`src/rtl/btn_conditioner.sv`:
```
// Button input conditioner: 2-flop synchroniser, polarity normalisation,
// press/release debounce and hold-to-auto-repeat. One instance per button.
module btn_conditioner #(
    parameter int unsigned DEBOUNCE_CYCLES = 262,
    parameter int unsigned HOLD_CYCLES     = 16384,
    parameter int unsigned REPEAT_CYCLES   = 6554,
    parameter bit          ACTIVE_LOW      = 1'b1,
    parameter int unsigned CNT_W           = 16
) (
    input  logic clk,
    input  logic reset,
    input  logic enable,
    input  logic btn_raw,
    output logic step,
    output logic held,
    output logic repeating,
    output logic released
);

    localparam logic             INACTIVE     = ACTIVE_LOW;
    localparam logic [CNT_W-1:0] DEB_LAST     = CNT_W'(DEBOUNCE_CYCLES - 1);
    localparam logic [CNT_W-1:0] HOLD_LAST    = CNT_W'(HOLD_CYCLES - 1);
    localparam logic [CNT_W-1:0] REPEAT_LAST  = CNT_W'(REPEAT_CYCLES - 1);
    localparam logic [CNT_W-1:0] CNT_ONE      = CNT_W'(1);

    typedef enum logic [2:0] {
        StIdle,
        StDebPress,
        StPressed,
        StRepeat,
        StDebRelease
    } state_t;

    state_t           state;
    logic [CNT_W-1:0] cnt;
    logic             sync1;
    logic             sync2;
    logic             p;

    // Synchroniser keeps running while disabled so p is valid on re-enable.
    always_ff @(posedge clk) begin
        if (reset) begin
            sync1 <= INACTIVE;
            sync2 <= INACTIVE;
        end else begin
            sync1 <= btn_raw;
            sync2 <= sync1;
        end
    end

    // Active-high pressed level regardless of pad polarity.
    assign p = sync2 ^ INACTIVE;

    // Debounce / auto-repeat FSM with registered outputs; cnt clears on every state change.
    always_ff @(posedge clk) begin
        if (reset || !enable) begin
            state     <= StIdle;
            cnt       <= '0;
            step      <= 1'b0;
            held      <= 1'b0;
            repeating <= 1'b0;
            released  <= 1'b0;
        end else begin
            step     <= 1'b0;
            released <= 1'b0;
            case (state)
                StIdle: begin
                    if (p) begin
                        state <= StDebPress;
                        cnt   <= '0;
                    end
                end
                StDebPress: begin
                    if (!p) begin
                        state <= StIdle;
                        cnt   <= '0;
                    end else if (cnt == DEB_LAST) begin
                        state <= StPressed;
                        cnt   <= '0;
                        step  <= 1'b1;
                        held  <= 1'b1;
                    end else begin
                        cnt <= cnt + CNT_ONE;
                    end
                end
                StPressed: begin
                    if (!p) begin
                        state <= StDebRelease;
                        cnt   <= '0;
                    end else if (cnt == HOLD_LAST) begin
                        state     <= StRepeat;
                        cnt       <= '0;
                        step      <= 1'b1;
                        repeating <= 1'b1;
                    end else begin
                        cnt <= cnt + CNT_ONE;
                    end
                end
                StRepeat: begin
                    if (!p) begin
                        state     <= StDebRelease;
                        cnt       <= '0;
                        repeating <= 1'b0;
                    end else if (cnt == REPEAT_LAST) begin
                        cnt  <= '0;
                        step <= 1'b1;
                    end else begin
                        cnt <= cnt + CNT_ONE;
                    end
                end
                StDebRelease: begin
                    // A bounce back to pressed restarts the hold timer without a step.
                    if (p) begin
                        state <= StPressed;
                        cnt   <= '0;
                    end else if (cnt == DEB_LAST) begin
                        state    <= StIdle;
                        cnt      <= '0;
                        released <= 1'b1;
                        held     <= 1'b0;
                    end else begin
                        cnt <= cnt + CNT_ONE;
                    end
                end
                default: begin
                    state <= StIdle;
                    cnt   <= '0;
                end
            endcase
        end
    end

endmodule
```
`config.mk`:
```
export PLATFORM = sky130hd
export DESIGN_NAME = btn_conditioner
export DESIGN_NICKNAME = d
export VERILOG_FILES = /design/src/rtl/btn_conditioner.sv
export SDC_FILE = /design/constraint.sdc
export NUM_CORES = 1
export LEC_CHECK = 0
export ABC_AREA = 0
export CORE_MARGIN = 2
export CORE_UTILIZATION = 35
export CTS_CLUSTER_DIAMETER = 120
export CTS_CLUSTER_SIZE = 14
export DETAILED_ROUTE_END_ITERATION = 8
export GPL_ROUTABILITY_DRIVEN = 0
export GPL_TIMING_DRIVEN = 0
export PLACE_DENSITY = 0.5
export RECOVER_POWER = 50
export SYNTH_ARGS = -nofsm -noshare
export SYNTH_HDL_FRONTEND = slang
export SYNTH_SLANG_ARGS = --single-unit
export TNS_END_PERCENT = 50
```
`constraint.sdc`:
```
create_clock -name clk -period 3.3 [get_ports clk]
set_clock_uncertainty 0.2 [all_clocks]
set_input_delay 0.495 -clock clk [delete_from_list [all_inputs] [get_ports clk]]
set_output_delay 0.495 -clock clk [all_outputs]
set_load 0.03 [all_outputs]
```
==> flow_metrics.tcl <==
set metrics [dict create \
    dp.cells 240 \
    totalPowerFinal_mw 0.510 \
    core_area_sq_um 4000 \
    first_pass_iters 4 \
    cts_setup_buffers 0 \
    drc_errors 0 \
    fin_ws_ns 0.578 \
    crit_path_max_incr_delay_ns 0.56 \
    ys_seq_area_frac 0.342 \
    die_width_microns 68.7 \
    htree_levels 1 \
    async_flop_share 0 \
    ys.flop_type "dfxtp_1" \
    syn_to_final_growth_pct 11.0 \
    leakage_nw 0.500 \
    crit_slowest_cell "nor3_1" \
    yosysWarnings 0 \
    die-area_sq_um 4720 \
    end_kind "register" \
    insertion_delay_ns 0.27 \
    ys_top_cells_by_area "dfxtp_1, nand2_1, a21oi_1, nand3_1, o21ai_0" \
    totalWireLength_mm 3.56 \
    tightest_slew_ns 0.636 \
    grt_pass1_wl_mm 5.97 \
    syn_inst 183 \
    hold_buffers 0 \
    utilization 0.406 \
    clockBufferDepth 2 \
    pre_cts_slack_ns 0.640 \
    synth_top_area_cell "dfxtp_1" \
    syn_nets 189 \
    grt_pass1_vias 1241 \
    required_ns 3.25 \
    final_hold_viol_count 0 \
    wl_per_cell_microns 14.6 \
    antenna_left 0 \
    slew_violations 0 \
    cp_max_fo 4 \
    start_util 0.366 \
    drt-initial-drc-count 87 \
    fillCellCount 397 \
    synth_edf_count 0 \
    pin_count 8 \
    timing.hold.ws_ns 0.224 \
    gr-total-overflow 0 \
    grt_antenna_before_repair 0 \
    post-route-period-util 0.825 \
    final_area_sq_um 1630 \
    critical_path_arrival_ns 2.68 \
    outcome "finished, final reports clean" \
    die_h_microns 68.7 \
    io_buffer_count 7 \
    post_dp_cell_area_sq_um 1600 \
    synthTopCellsByCount "dfxtp_1, nand2_1, a21oi_1, nand3_1, nor2_1" \
    crit_chain "ha_1, nand4_1, nor4_4, o21ai_0, nor3_1, a21o_1, a21oi_1" \
    hold_class "reg2reg" \
    rsz0062_at_grt "false" \
    critical_path_class "reg2reg" \
    ctsRootBufferMaster "clkbuf_8" \
    cts-buffers-inserted 3 \
    diodes 0 \
    slew_headroom 0.575 \
    via_per_inst 5.48 \
    core.rowCount 23 \
    synth_area_sq_um 1460 \
    cts.sinks 25 \
    yosys.cell_count.top_type "dfxtp_1" \
    finalCriticalPeriod_ns 2.72 \
    synth.distinct_cells 44 \
    nets 201 \
    setup-violations-final 0 \
    drive_gt1_frac 0.103 \
    dpl.hpwl_mm 2.62 \
    grt_max_degree 14 \
    clkTransAtPathRegs_ns 0.09 \
    maxCapViolations 0 \
    ys_ff_latch 25 \
    pwr_density_cell_nw_per_um2 314 \
    post_cts_resized 0 \
    avgSynthCellArea_sq_um 8.00 \
    peakVddDrop_uv 215 \
    finalSetupTns_ns 0 \
    synth_top_cell_area_share 0.342 \
    fin_cells 244 \
    grt.total_usage 0.173 \
    cts_tree "done" \
    fmax_mhz 367 \
    cp-start-kind "register" \
    vias 1338 \
]
==> logic make-up (layout without fill, tap and decap cells) <==
kind of cell	after synthesis	in the layout	share of synthesized area
buffers and inverters	16	27	0.0479
and+or+nand+nor	93	93	0.384
adders and majority gates	2	2	0.0171
DFF	25	25	0.342
xor gates and xnor gates	1	1	0.00598
AOI/OAI and AO/OA	46	46	0.203
==> cell type report <==
type | instances | area (sq um) | area share
Tap cell | 50 | 62.6 | 0.0385
Sequential cell | 25 | 500 | 0.308
Clock buffer | 4 | 45.0 | 0.0277
Timing Repair Buffer | 7 | 70.1 | 0.0431
Inverter | 7 | 26.3 | 0.0162
Multi-Input combinational cell | 142 | 877 | 0.540
Buffer | 9 | 43.8 | 0.0269
==> critical path, delay by kind of cell (launching register included) <==
kind,cells,cell delay (ns)
AOI/OAI and AO/OA,3,0.49
adders and majority gates,1,0.25
DFF,1,0.38
and+or+nand+nor,3,1.29
==> metal layers <==
metal  track usage  share of wire
met1         0.230           0.49
met2         0.280           0.47
met3        0.0357          0.024
met4        0.0525          0.014
met5             0              0
==> report_power, final <==
group / internal (mW) / total, mW / switching (mW)
clock: 0.0865 / 0.185 / 0.0983
combinational: 0.00854 / 0.0226 / 0.0141
sequential: 0.303 / 0.303 / 0.000273
==> cells in the final DEF (no fill, tap or decap), drive strengths merged, types with 3 or more instances in the layout <==
| master | instances |
|---|---|
| nand3 | 13 |
| buf | 3 |
| or2 | 5 |
| inv | 7 |
| nand2 | 24 |
| or3 | 8 |
| o21ai | 17 |
| nor4 | 7 |
| nor3b | 3 |
| a21oi | 14 |
| a21o | 4 |
| dfxtp | 25 |
| nor4b | 3 |
| clkbuf | 10 |
| dlygate4sd3 | 5 |
| nor2 | 12 |
| nand2b | 5 |
| nor3 | 4 |
==> registers in the layout (all words and copies together) (netlist names) <==
name       count
step           1
held           1
repeating      1
released       1
sync2          1
cnt           16
sync1          1
state          3
==> path summary, 6_finish.rpt <==
check / depth (start not counted) / end / startpoint / slack [ns]
worst max-delay path: 7 / cnt[5] / cnt[0] / 0.58
worst min-delay path: 1 / sync2 / sync1 / 0.22
worst max register to register: 7 / cnt[5] / cnt[0] / 0.58
worst min register to register: 1 / sync2 / sync1 / 0.22
No activity file was read; power rests on OpenSTA's default activity.
